### src/rtl/mem_arbiter_pkg.sv
// mem_arbiter_pkg: state and owner encodings shared by the memory arbiter and its winner picker
package mem_arbiter_pkg;
  localparam logic [1:0] IDLE  = 2'd0;
  localparam logic [1:0] GRANT = 2'd1;
  localparam logic [1:0] DONE  = 2'd2;
  localparam logic OWN_I = 1'b0;
  localparam logic OWN_D = 1'b1;
endpackage

### src/rtl/mem_arbiter_arb_pick.sv
// arb_pick: combinational winner select for the memory arbiter.
// ARB_ROUND_ROBIN_EN defined: ties go to the port not served last; undefined: dcache wins every tie.
module arb_pick
  import mem_arbiter_pkg::*;
(
  input  logic i_req,
  input  logic d_req,
  input  logic rr_last,
  output logic winner
);
`ifdef ARB_ROUND_ROBIN_EN
  assign winner = (i_req && d_req) ? ((rr_last == OWN_D) ? OWN_I : OWN_D) : (d_req ? OWN_D : OWN_I);
`else
  // With no request the output is a don't-care, so rr_last is simply passed through
  assign winner = d_req ? OWN_D : (i_req ? OWN_I : rr_last);
`endif
endmodule

### src/rtl/mem_arbiter.sv
// mem_arbiter: shares one block memory between icache (read) and dcache (read/write), one transfer at a time.
// Tie policy selected by ARB_ROUND_ROBIN_EN (see arb_pick); default is fixed dcache priority.
module mem_arbiter
  import mem_arbiter_pkg::*;
#(
  parameter int ADDR_W = 6,
  parameter int DATA_W = 32
) (
  input  logic              clock,
  input  logic              reset,
  input  logic              i_read,
  input  logic [ADDR_W-1:0] i_address,
  output logic [DATA_W-1:0] i_readdata,
  output logic              i_busywait,
  input  logic              d_read,
  input  logic              d_write,
  input  logic [ADDR_W-1:0] d_address,
  input  logic [DATA_W-1:0] d_writedata,
  output logic [DATA_W-1:0] d_readdata,
  output logic              d_busywait,
  output logic              mread,
  output logic              mwrite,
  output logic [ADDR_W-1:0] maddress,
  output logic [DATA_W-1:0] mwritedata,
  input  logic [DATA_W-1:0] mreaddata,
  input  logic              mbusywait
);
  logic [1:0] state_q, state_d;
  logic owner_q, owner_d, seen_q, seen_d, rr_last_q, rr_last_d;
  logic mread_q, mread_d, mwrite_q, mwrite_d;
  logic [ADDR_W-1:0] maddress_q, maddress_d;
  logic [DATA_W-1:0] mwritedata_q, mwritedata_d;
  logic [DATA_W-1:0] i_readdata_q, i_readdata_d, d_readdata_q, d_readdata_d;
  logic i_req, d_req, winner;

  assign i_req = i_read;
  assign d_req = d_read || d_write;

  arb_pick u_pick (
    .i_req  (i_req),
    .d_req  (d_req),
    .rr_last(rr_last_q),
    .winner (winner)
  );

  always_comb begin
    state_d      = state_q;
    owner_d      = owner_q;
    seen_d       = seen_q;
    rr_last_d    = rr_last_q;
    mread_d      = mread_q;
    mwrite_d     = mwrite_q;
    maddress_d   = maddress_q;
    mwritedata_d = mwritedata_q;
    i_readdata_d = i_readdata_q;
    d_readdata_d = d_readdata_q;
    if (state_q == IDLE && (i_req || d_req)) begin
      state_d      = GRANT;
      owner_d      = winner;
      seen_d       = 1'b0;
      maddress_d   = (winner == OWN_D) ? d_address : i_address;
      mwritedata_d = (winner == OWN_D) ? d_writedata : mwritedata_q;
      mread_d      = (winner == OWN_D) ? d_read : 1'b1;
      mwrite_d     = (winner == OWN_D) && d_write;
    end else if (state_q == GRANT) begin
      // Completion only counts once memory has actually shown busy
      seen_d = seen_q || mbusywait;
      if (seen_q && !mbusywait) begin
        state_d      = DONE;
        mread_d      = 1'b0;
        mwrite_d     = 1'b0;
        i_readdata_d = (mread_q && owner_q == OWN_I) ? mreaddata : i_readdata_q;
        d_readdata_d = (mread_q && owner_q == OWN_D) ? mreaddata : d_readdata_q;
      end
    end else if (state_q != IDLE) begin
      state_d   = IDLE;
      rr_last_d = owner_q;
    end
  end

  always_ff @(posedge clock) begin
    if (reset) begin
      state_q      <= IDLE;
      owner_q      <= OWN_D;
      seen_q       <= 1'b0;
      rr_last_q    <= OWN_I;
      mread_q      <= 1'b0;
      mwrite_q     <= 1'b0;
      maddress_q   <= '0;
      mwritedata_q <= '0;
      i_readdata_q <= '0;
      d_readdata_q <= '0;
    end else begin
      state_q      <= state_d;
      owner_q      <= owner_d;
      seen_q       <= seen_d;
      rr_last_q    <= rr_last_d;
      mread_q      <= mread_d;
      mwrite_q     <= mwrite_d;
      maddress_q   <= maddress_d;
      mwritedata_q <= mwritedata_d;
      i_readdata_q <= i_readdata_d;
      d_readdata_q <= d_readdata_d;
    end
  end

  assign i_busywait = i_req && !(state_q == DONE && owner_q == OWN_I);
  assign d_busywait = d_req && !(state_q == DONE && owner_q == OWN_D);
  assign mread      = mread_q;
  assign mwrite     = mwrite_q;
  assign maddress   = maddress_q;
  assign mwritedata = mwritedata_q;
  assign i_readdata = i_readdata_q;
  assign d_readdata = d_readdata_q;
endmodule

### config.mk
export PLATFORM = sky130hd
export DESIGN_NAME = mem_arbiter
export DESIGN_NICKNAME = d
export VERILOG_FILES = /design/src/rtl/mem_arbiter_pkg.sv /design/src/rtl/mem_arbiter_arb_pick.sv /design/src/rtl/mem_arbiter.sv
export SDC_FILE = /design/constraint.sdc
export NUM_CORES = 1
export LEC_CHECK = 0
export ABC_AREA = 1
export CELL_PAD_IN_SITES_DETAIL_PLACEMENT = 2
export CELL_PAD_IN_SITES_GLOBAL_PLACEMENT = 2
export CORE_ASPECT_RATIO = 1.25
export CORE_MARGIN = 5
export CORE_UTILIZATION = 22
export CTS_BUF_LIST = sky130_fd_sc_hd__clkbuf_16
export DETAILED_ROUTE_END_ITERATION = 10
export PLACE_DENSITY_LB_ADDON = 0.1
export SKIP_CTS_REPAIR_TIMING = 1
export SYNTH_ARGS = -nofsm -noshare
export SYNTH_HDL_FRONTEND = slang
export SYNTH_SLANG_ARGS = --single-unit
### constraint.sdc
create_clock -name clock -period 1.7 [get_ports clock]
set_input_delay 0.425 -clock clock [delete_from_list [all_inputs] [get_ports clock]]
set_output_delay 0.425 -clock clock [all_outputs]
set_load 0.03 [all_outputs]
## Word-level counts from Yosys, hierarchy flattened

Cells that the tools add are included.
Widths: inputs -> output; s select.

- Bits in registers: 109
- Bits of input ports: 82
- Output and inout bits: 106
- Logic and storage cells: 59

- Equality and inequality tests: 4
- Muxes and demuxes: 12
- Bitwise gates (word level): 3
- Reduce and logical (&&, ||, !) cells: 29

Operators by type and width:

| cell | count |
|---|---|
| $logic_and 1x1->1 | 9 |
| $mux 1 | 8 |
| $reduce_and 2->1 | 4 |
| $reduce_and 4->1 | 2 |
| $reduce_bool 2->1 | 4 |
| $mux 2 | 3 |
| $mux 6 | 1 |
| $logic_not 1->1 | 3 |
| $logic_or 1x1->1 | 3 |
| $ne 3x2->1 const B | 1 |
| $not 1->1 | 3 |
| $reduce_and 3->1 | 1 |
| $reduce_bool 3->1 | 1 |
| $eq 2x1->1 const B | 1 |
| $eq 2x2->1 const B | 1 |
| $logic_not 2->1 | 1 |
| $ne 2x1->1 const B | 1 |
| $reduce_or 2->1 | 1 |

## Logic depth before layout (Yosys ltp)

- Depth in word-level cells: 5
- Mapped depth: 8
- Depth with buffers taken out: 7

## Cells and area by module

A second synthesis with hierarchy kept.

- Cells, all modules: 588
- Area total of the unflattened synthesis: 4269.1 um^2

By module, submodules not included:

| module | times used | cells each | area an instance (um^2) | sequential area each (um^2) |
|---|---|---|---|---|
| mem_arbiter | 1 | 584 | 4254.1 | 2182.1 |
| arb_pick | 1 | 4 | 15.0 | 0.0 |

## Worst setup path after synthesis

Ideal clock, no wire load.

- Kind: reg-to-reg
- From: register mread_q, in the netlist mread
- To: register d_readdata_q[11], in the netlist d_readdata[11]
- Library setup time: 0.132 ns
- Data arrival time: 1.256 ns
- Data required time: 1.568 ns
- Slack: 0.312 ns
- Cell stages (with the launch flop): 7
- Buffers on the path: 1
- Period minus slack after synthesis: 1.388 ns
- Path through: dfxtp_1 nand2_1 nor2_2 nand2_1 clkbuf_1 nand2_1 a21oi_1

- Cells in the longest elaborated chain, start to end: 2

RTL lines:

| element | line | RTL |
|---|---|---|
| start, declared | mem_arbiter.sv:30 | `logic mread_q, mread_d, mwrite_q, mwrite_d;` |
| start signal, assigned | mem_arbiter.sv:98 | `mread_q <= mread_d;` |
| $logic_and 1x1->1 | mem_arbiter.sv:73 | `d_readdata_d = (mread_q && owner_q == OWN_D) ? mreaddata : d_readdata_q;` |
| $reduce_and 4->1 (no line) | -- |  |
| end signal, assigned | mem_arbiter.sv:103 | `d_readdata_q <= d_readdata_d;` |
| end, declared | mem_arbiter.sv:33 | `logic [DATA_W-1:0] i_readdata_q, i_readdata_d, d_readdata_q, d_readdata_d;` |

Every way passes these cells.
A chain may end at the register's enable or synchronous reset.

## Final worst setup path

- From: input i_read
- To: output i_busywait

- Cells in the longest elaborated chain, start to end: 1

RTL lines:

| element | line | RTL |
|---|---|---|
| start, declared | mem_arbiter.sv:11 | `input logic i_read,` |
| $logic_and 1x1->1 | mem_arbiter.sv:107 | `assign i_busywait = i_req && !(state_q == DONE && owner_q == OWN_I);` |
| end, declared | mem_arbiter.sv:14 | `output logic i_busywait,` |

Every way passes these cells.

==> results.cfg <==
[outcome]
status = completed

[cts]
numCtsBuffers = 9
ctsRootBufferMaster = clkbuf_16
cts_buffer_depth = 2
cts-htree-levels = 3
cts_tree = yes
path_clk_slew_ns = 0.07
clock_latency_ns = 0.36
cts.sinks = 109

[power_and_ir_drop]
power_mw = 6.45
p_leak_nw = 4.79
worst_ir_drop_vdd_uv = 432
powerDensity_nw_per_um2 = 862

[synthesis]
synth_commonest_cells = 172 x nand2_1, 109 x dfxtp_1, 79 x inv_1
synth-async-reset-ratio_pct = 0
syn-num-nets = 734
syn_inst = 652
synth_edf_count = 0
yosysSeqAreaShare_pct = 47.9
synth_cell_type_count = 19
synth_top_area_share_pct = 47.9
netlist_top_cells_area = dfxtp_1 48%, nand2_1 14%, nand3_1 8.2%
netlist_area_sq_um = 4550
synth_top_flop_cell = dfxtp_1
synth-seq-cells = 109
yosys.area.top_type = dfxtp_1
yosysMostFrequentCell = nand2_1
syn_avg_cell_area_sq_um = 6.98
ys_warn_count = 0

[setup_path]
ff2ff_path_depth = 6
crit_arrival_ns = 1.23
r2r_slack_ns = 0.34
worstSetupEndpointType = primary output
critPathKind = primary input to primary output
cp_max_fo = 2
r2r-end = d_readdata[16]$_SDFFE_PP0P_
required_ns = 1.27
startpoint_type = primary input
reg2reg_from = state_q[0]$_SDFFE_PP0P_

[min_path]
min_path_type = primary input to register
hp-start = d_write
hold_path_end = mwrite$_SDFFE_PP0P_
holdPathStages = 3

[timing]
fmax_mhz = 605
tightestPinTransition_ns = 0.397
period_needed_ns = 1.65
post-route-period-util_pct = 97.2
slew_violations = 0
finalHoldViolCount = 0
relSlewSlack_pct = 73.5
timing.final.ws_setup_ns = 0.0477
finalSetupViolCount = 0
fin_skew_ns = 0.0156

[floorplanning]
start_util_pct = 22.5
die_x_um = 139
ios = 188
core_area_sq_um = 20200
die_area_sq_um = 23700
die_h_um = 171
rows = 58

[grt]
grt.overflow.total = 0
grt.total_usage_pct = 15.0
grt_pass1_wl_um = 28700
antenna_found_initial = 3
grt_start_max_net_pins = 66
first_global_vias = 5494

[placement]
pre_cts_slack_ns = -0.196
postPlaceCellArea_sq_um = 6900
dpl.hpwl_um = 13600
gp_congestion = 0.760
io_buffers = 187

[finish]
multi_input_area_sq_um = 1800
area_growth_pct = 64.4
n_fill_cell = 2307
drive_above_1_share_pct = 10.4
seqCellArea_sq_um = 2190
final_nets = 917
final_area_sq_um = 7480

[routing]
drc = 0
viasPerCell = 4.45
antenna_left = 0
drt_iter0_drc = 75
avgRoutedWirePerCell_um = 16.4
num_vias = 4942
drt_wl_total_um = 18200
first_pass_iters = 4

[run]
maxCapViolations = 0
==> critical path: stages <==
cell	delay (ns)
clkdlybuf4s50_1	0.50
o21ai_1	0.08
inv_1	0.06
buf_4	0.16
==> where the power goes <==
group | switching [mW] | internal, mW | leakage (nW) | total, mW
Sequential | 0.0853 | 2.69 | 0.889 | 2.77
Combinational | 0.891 | 0.615 | 3.75 | 1.51
Clock | 1.13 | 1.05 | 0.149 | 2.17
Total | 2.10 | 4.35 | 4.79 | 6.45
==> routing by layer <==
| metal | global-route usage [%] | part of all wire, % | vias to the layer above | wire, um |
|---|---|---|---|---|
| li1 | - | - | 2406 | - |
| met5 | 0 | 0.16 | - | 30 |
| met4 | 4.89 | 1.6 | 4 | 290 |
| met2 | 28.8 | 53 | 107 | 9760 |
| met1 | 16.1 | 40 | 2406 | 7390 |
| met3 | 3.61 | 4.3 | 19 | 779 |
==> cell usage in the layout (no fill, tap or decap) <==
cell type / n
clkinv_8: 2
o21ai_1: 2
nand2_2: 3
clkdlybuf4s50_1: 78
nor2_1: 33
nand2_1: 171
diode_2: 1
buf_12: 10
inv_6: 1
nand3_1: 75
a21oi_1: 68
buf_4: 21
clkinv_4: 1
dlymetal6s2s_1: 105
dfxtp_1: 108
o22ai_2: 1
nor2_4: 4
buf_2: 1
o21ai_0: 1
inv_1: 79
clkinv_2: 1
nand3_2: 1
nand4_1: 33
clkbuf_16: 9
nor2_2: 1
inv_2: 28
dfxtp_4: 1
inv_8: 2
==> per-stage QoR <==
step	TNS, ns	hold WS [ns]	util (%)	cells
after floorplan	0	0.446	-	652
after global placement	-8.15	0.440	34.1	1093
after detailed placement	-12.78	0.443	34.1	1093
after CTS	-15.04	0.460	35.6	1109
after global routing	-0.00554	0.443	37.0	1111
final	0	0.447	37.0	1111
==> state kept, by name, indices dropped and copies added, names as in the netlist <==
name / flops
mread: 1
rr_last_q: 1
mwritedata: 32
d_readdata: 32
maddress: 6
state_q: 2
mwrite: 1
i_readdata: 32
seen_q: 1
owner_q: 1
==> worst max path at each step <==
stage / start / endpoint / slack (ns) / depth (start not counted)
floorplan: mread$_SDFFE_PP0P_ / d_readdata[11]$_SDFFE_PP0P_ / 0.31 / 6
global placement: mbusywait / d_readdata[16]$_SDFFE_PP0P_ / -0.12 / 7
detailed placement: mbusywait / i_readdata[29]$_SDFFE_PP0P_ / -0.20 / 8
CTS: d_readdata[15]$_SDFFE_PP0P_ / d_readdata[15] / -0.21 / 1
global route: owner_q$_SDFFE_PP1P_ / d_busywait / -0.006 / 4
finish: i_read / i_busywait / 0.05 / 4
==> kinds of logic (layout without fill, tap and decap cells) <==
family | count (synthesis) | count (layout) | synth area share (%)
buffers and inverters | 150 | 338 | 13.2
DFF | 109 | 109 | 47.9
and+or+nand+nor | 321 | 321 | 30.9
other | 0 | 1 | 0
AOI/OAI and AO/OA | 72 | 72 | 7.94
==> final cells by class <==
cell class	instances	share of cell area, %
Multi-Input combinational cell	393	24.0
Tap cell	270	4.51
Antenna cell	1	0.0334
Sequential cell	109	29.2
Inverter	107	5.37
Timing Repair Buffer	215	32.8
Clock inverter	7	1.04
Clock buffer	9	3.01
Power figures use the tool's default switching activity.
==> RTL edit 1: new RTL, same flow settings <==
The parameter `DATA_W` goes from 32 to 64.
--- a/src/rtl/mem_arbiter.sv
+++ b/src/rtl/mem_arbiter.sv
@@ -5,5 +5,5 @@
 #(
   parameter int ADDR_W = 6,
-  parameter int DATA_W = 32
+  parameter int DATA_W = 64
 ) (
   input  logic              clock,
Interface: changed (5 resized); port bits go from 188 to 348. The function was not compared with the original's and may differ.
==> RTL edit 1 against the unedited design <==
- the run now ends with negative setup slack left
- synthesized area grew 87%
- highest routed layer unchanged
- maximum frequency shrank 6.0%
- power grew 92%
- worst hold slack lost 0.29 ns
- global-route usage grew 1.9 points
- setup slack lost 0.10 ns
- cell area grew 86%
- routed wire length grew 110%
- die area grew 80%
- sequential cell count grew 96
==> RTL edit 1: results (changes against the unedited design) <==
| Metric | Value |
|---|---|
| Status | complete, but fails checks (was complete, no violations) |
| Failing checks | negative setup slack |
| R2R Setup Slk | 0.15 ns (was 0.34 ns) |
| First-pass GRT wire length | 57,600 µm (was 28,700 µm) |
| Top post-synthesis cells by area | dfxtp_1 48%, nand2_1 13%, inv_1 8.9%, nand3_1 8.0%, a21oi_1 7.8% (was dfxtp_1 48%, nand2_1 14%, nand3_1 8.2%, a21oi_1 7.5%, inv_1 6.5%) |
| Port bufs | 347 (was 187) |
| Deepest clock path buffer count | 3 (was 2) |
| Worst skew pair latency | 0.55 ns (was 0.36 ns) |
| Nets@finish | 1,695 (was 917) |
| CP max stage delay | 0.52 ns (was 0.50 ns) |
| Int Power | 8790 µW (was 4350 µW) |
| CTS Buf Count | 26 (was 9) |
| Setup WS pre-CTS | -0.294 ns (was -0.196 ns) |
| GRT Overall Usage | 16.9% (was 15.0%) |
| Fill cells | 4,372 (was 2,307) |
| Final-report setup violation count | 2 (was 0) |
| Worst ir drop on vdd | 0.656 mV (was 0.432 mV) |
| Setup TNS | -0.106 ns (was 0 ns) |
| Sequential share of the synthesized area | 48.3% (was 47.9%) |
| CP max FO | 3 (was 2) |
| Post-DP HPWL | 27,300 µm (was 13,600 µm) |
| GP Congestion | 0.755 (was 0.760) |
| Worst setup margin | -0.0570 ns (was 0.0477 ns) |
| Clock skew | 0.0254 ns (was 0.0156 ns) |
| Layout cell share with drive strength beyond 1 | 9.38% (was 10.4%) |
-- RTL edit 1: cell count changes in the layout (fill, tap and decap cells not counted), sizes merged, moves of 9 or more --
cell	unedited run	this run
buf	32	63
inv	110	207
dfxtp	109	205
dlymetal6s2s	105	165
nand2	174	305
nor2	38	72
nand4	33	64
clkdlybuf4s50	78	143
a21oi	68	132
nand3	76	137
clkinv	4	13
clkbuf	9	55
-- RTL edit 1: area by class of cell --
class                           count  area, µm²  area share (%)
Tap cell                          492        616            4.43
Clock inverter                     20        128           0.919
Inverter                          202        758            5.46
Sequential cell                   205       4110            29.6
Antenna cell                        1       2.50          0.0180
Multi-Input combinational cell    714       3260            23.5
Timing Repair Buffer              400       4350            31.4
Clock buffer                       26        651            4.69
-- RTL edit 1: logic make-up (layout without fill, tap and decap cells) --
family                 Yosys count  after routing  share of synthesized area, %
and+or+nand+nor                578            578                          29.8
buffers and inverters          292            648                          14.0
AOI/OAI and AO/OA              136            136                          8.02
other                            0              1                             0
DFF                            205            205                          48.3
-- RTL edit 1: worst paths after layout --
path,startpoint,endpoint,cells past startpoint
max reg2reg,state_q[0],i_readdata[50],6
min,reset,state_q[0],2
min reg2reg,maddress[0],maddress[0],2
max,d_read,d_busywait,4
-- RTL edit 1: per-stage QoR --
step                      instance area [µm²]  std cells  hold WS, ns
after floorplan                          8500       1211        0.447
after global placement                  12800       2010        0.439
after detailed placement                12800       2010        0.448
after CTS                               13500       2056        0.123
after global routing                    13900       2060        0.148
final                                   13900       2060        0.156
-- RTL edit 1: power groups by stage --
| stage | logic [µW] | clock network, µW | registers, µW |
|---|---|---|---|
| after floorplan | 737 | 0 | 5520 |
| after global placement | 2140 | 0 | 5180 |
| after detailed placement | 2180 | 0 | 5190 |
| after CTS | 2190 | 5420 | 5090 |
| after global routing | 2330 | 5580 | 5100 |
| final | 2120 | 5180 | 5080 |
-- RTL edit 1: worst max-delay path: cells and delay by family --
family / cells / cell delay (ns)
compound gates: 1 / 0.21
buf+inv: 3 / 0.70
-- RTL edit 1: layer usage --
| layer | track usage (%) | wire [µm] |
|---|---|---|
| met2 | 30.1 | 19100 |
| met3 | 5.41 | 2980 |
| met4 | 4.08 | 918 |
| met5 | 0 | 21 |
| met1 | 19.4 | 14700 |
==> RTL edit 2: new RTL, same settings <==
Made on the original files. `maddress_q`, `mwritedata_q`, `i_readdata_q` and `d_readdata_q` no longer have a reset.
--- a/src/rtl/mem_arbiter.sv
+++ b/src/rtl/mem_arbiter.sv
@@ -87,8 +87,4 @@
       mread_q      <= 1'b0;
       mwrite_q     <= 1'b0;
-      maddress_q   <= '0;
-      mwritedata_q <= '0;
-      i_readdata_q <= '0;
-      d_readdata_q <= '0;
     end else begin
       state_q      <= state_d;
@@ -98,9 +94,12 @@
       mread_q      <= mread_d;
       mwrite_q     <= mwrite_d;
-      maddress_q   <= maddress_d;
-      mwritedata_q <= mwritedata_d;
-      i_readdata_q <= i_readdata_d;
-      d_readdata_q <= d_readdata_d;
     end
+  end
+
+  always_ff @(posedge clock) begin
+    maddress_q   <= maddress_d;
+    mwritedata_q <= mwritedata_d;
+    i_readdata_q <= i_readdata_d;
+    d_readdata_q <= d_readdata_d;
   end
 
Check against the original RTL: not equivalent (a bounded check fails within 4 cycles, from zero or initial values and one cycle with reset high).
==> RTL edit 2 against the unedited design <==
- cell area shrank 14%
- die area shrank 22%
- routed wire length shrank 41%
- synthesized area shrank 23%
- worst hold slack lost 0.0056 ns
- setup slack gained 0.053 ns
- sequential cell count is the same
- sequential share of layout area grew 21 points
- largest cell class is now registers
Power is not compared: it rests on default switching activity, and its combinational part moved more than twofold at a synthesized area within 25%.
==> RTL edit 2: results (changes against the unedited design) <==
| Metric | Value |
|---|---|
| Post-synthesis net count | 254 (was 734) |
| # H-tree levels | 3 (unchanged) |
| Sequential share of the synthesized area | 91.4% (was 47.9%) |
| Root buf cell | clkbuf_16 (unchanged) |
| R2r worst-path depth | 6 (unchanged) |
| CP max FO | 2 (unchanged) |
| Top cells by count, synth | 102 x edfxtp_1, 27 x nand2_1, 10 x inv_1, 7 x dfxtp_1, 4 x nand2_2 (was 172 x nand2_1, 109 x dfxtp_1, 79 x inv_1, 75 x nand3_1, 68 x a21oi_1) |
| CP max stage cell | clkdlybuf4s50_1 (unchanged) |
| Worst Hold Depth | 3 (unchanged) |
| Routed via count divided by cell count | 3.86 (was 4.45) |
| Count of cell types in the netlist | 18 (was 19) |
| Initial antenna violation count | 0 (was 3) |
| Post-synth EDFFs | 102 (was 0) |
| Worst ir drop on vdd | 0.510 mV |
| Layout cell share with drive strength beyond 1 | 12.7% (was 10.4%) |
| Deepest clock path buffer count | 2 (unchanged) |
| Asr flop ratio synth | 0% (unchanged) |
| Wire per inst | 17.9 µm (was 16.4 µm) |
| HP Class | primary input to flop (unchanged) |
| Status | complete, no violations (unchanged) |
| Setup WS pre-CTS | -0.253 ns (was -0.196 ns) |
| Detailed-router iteration count before antenna repair | 3 (was 4) |
| Leak | 0.00313 µW |
| Worst skew pair latency | 0.35 ns |
| Fill cells | 1,524 (was 2,307) |
| Vias in the first global route | 2,575 (was 5,494) |
| Hold wc startpoint | d_write (unchanged) |
| FF-to-FF Start | state_q[1] (was state_q[0]) |
| CP max stage delay | 0.50 ns (about the same) |
| Starting DRT DRC Count | 63 (was 75) |
| CTS Buf Count | 9 (unchanged) |
| R2R Setup Slk | 0.35 ns |
| Port bufs | 187 (unchanged) |
| Reg clk slew, reported paths | 0.07 ns (about the same) |
| Largest net degree at the start of global routing | 33 (was 66) |
| GRT Overall Usage | 11.0% (was 15.0%) |
| First-pass GRT wire length | 15,100 µm (was 28,700 µm) |
| Clock skew | 0.00705 ns (was 0.0156 ns) |
| Final-report setup violation count | 0 (unchanged) |
| Post-DP HPWL | 8200 µm (was 13,600 µm) |
| Arrival @ worst endpoint | 1.17 ns (was 1.23 ns) |
| Tightest Pin Transition | 0.393 ns (was 0.397 ns) |
| YS warnings | 0 (unchanged) |
| Top post-synthesis cells by area | edfxtp_1 87%, dfxtp_1 4.0%, nand2_1 2.9%, inv_1 1.1%, nand2_2 0.71% (was dfxtp_1 48%, nand2_1 14%, nand3_1 8.2%, a21oi_1 7.5%, inv_1 6.5%) |
| Nets@finish | 463 (was 917) |
| GP Congestion | 0.711 (was 0.760) |
| RR Endpoint | mwritedata[10] (was d_readdata[16]) |
| Inserted Diodes | 0 (was 1) |
| Hold Path Sink | mwrite (unchanged) |
[RTL edit 2: changes by cell type after synthesis, sizes merged, moves of 3 or more]
cell	change
nor3	+3
a21oi	-63
nand2	-142
dfxtp	-102
edfxtp	+102
inv	-95
buf	-27
clkbuf	-16
nand4	-33
nand3	-74
nor2	-34
[RTL edit 2: cell families (layout without fill, tap and decap cells)]
| family | count (synthesis) | in the layout | synth area share [%] |
|---|---|---|---|
| compound gates | 9 | 9 | 1.82 |
| buf+inv | 12 | 226 | 1.29 |
| flops | 109 | 109 | 91.4 |
| simple gates | 42 | 42 | 5.50 |
[RTL edit 2: critical path, delay by kind of cell]
kind            cells  cell delay, ns
buf+inv             3            0.70
compound gates      1            0.06
[RTL edit 2: layer usage]
layer  up-vias  global-route usage, %  share of wire, %
li1       1052                      -                 -
met1      1102                   12.4                39
met2       140                   17.8                48
met3        17                   5.08                11
met4         0                   5.32               2.5
met5         -                      0                 0
[RTL edit 2: how the worst max path moves through the flow]
stage	to	start	cells after the start	slack, ns
after floorplan	i_readdata[0]	mbusywait	3	-0.08
after global placement	mwritedata[24]	d_write	6	-0.23
after detailed placement	mwritedata[14]	d_write	6	-0.25
after CTS	d_busywait	d_read	5	-0.16
after global routing	d_busywait	state_q[0]	5	-0.008
final	i_busywait	i_read	4	0.10
[RTL edit 2: cell type report]
type / count / area [µm²] / area share [%]
Multi-Input combinational cell: 51 / 305 / 4.76
Tap cell: 212 / 265 / 4.13
Clock inverter: 7 / 108 / 1.68
Clock buffer: 9 / 225 / 3.51
Inverter: 12 / 48.8 / 0.761
Timing Repair Buffer: 198 / 2250 / 35.1
Sequential cell: 109 / 3210 / 50.0
[RTL edit 2: stage by stage]
stage / utilization (%) / instances / hold slack [ns] / cell area [µm²]
floorplan: - / 172 / 0.469 / 3560
global placement: 37.2 / 582 / 0.479 / 5810
detailed placement: 37.2 / 582 / 0.499 / 5810
CTS: 39.3 / 598 / 0.510 / 6140
global route: 41.0 / 598 / 0.443 / 6410
finish: 41.0 / 598 / 0.441 / 6410
[RTL edit 2: where the power goes]
group / switching (µW) / total [µW] / internal [µW]
Clock: 986 / 2300 / 1320
Sequential: 22.9 / 3060 / 3040
Combinational: 356 / 688 / 333
Total: 1360 / 6050 / 4690
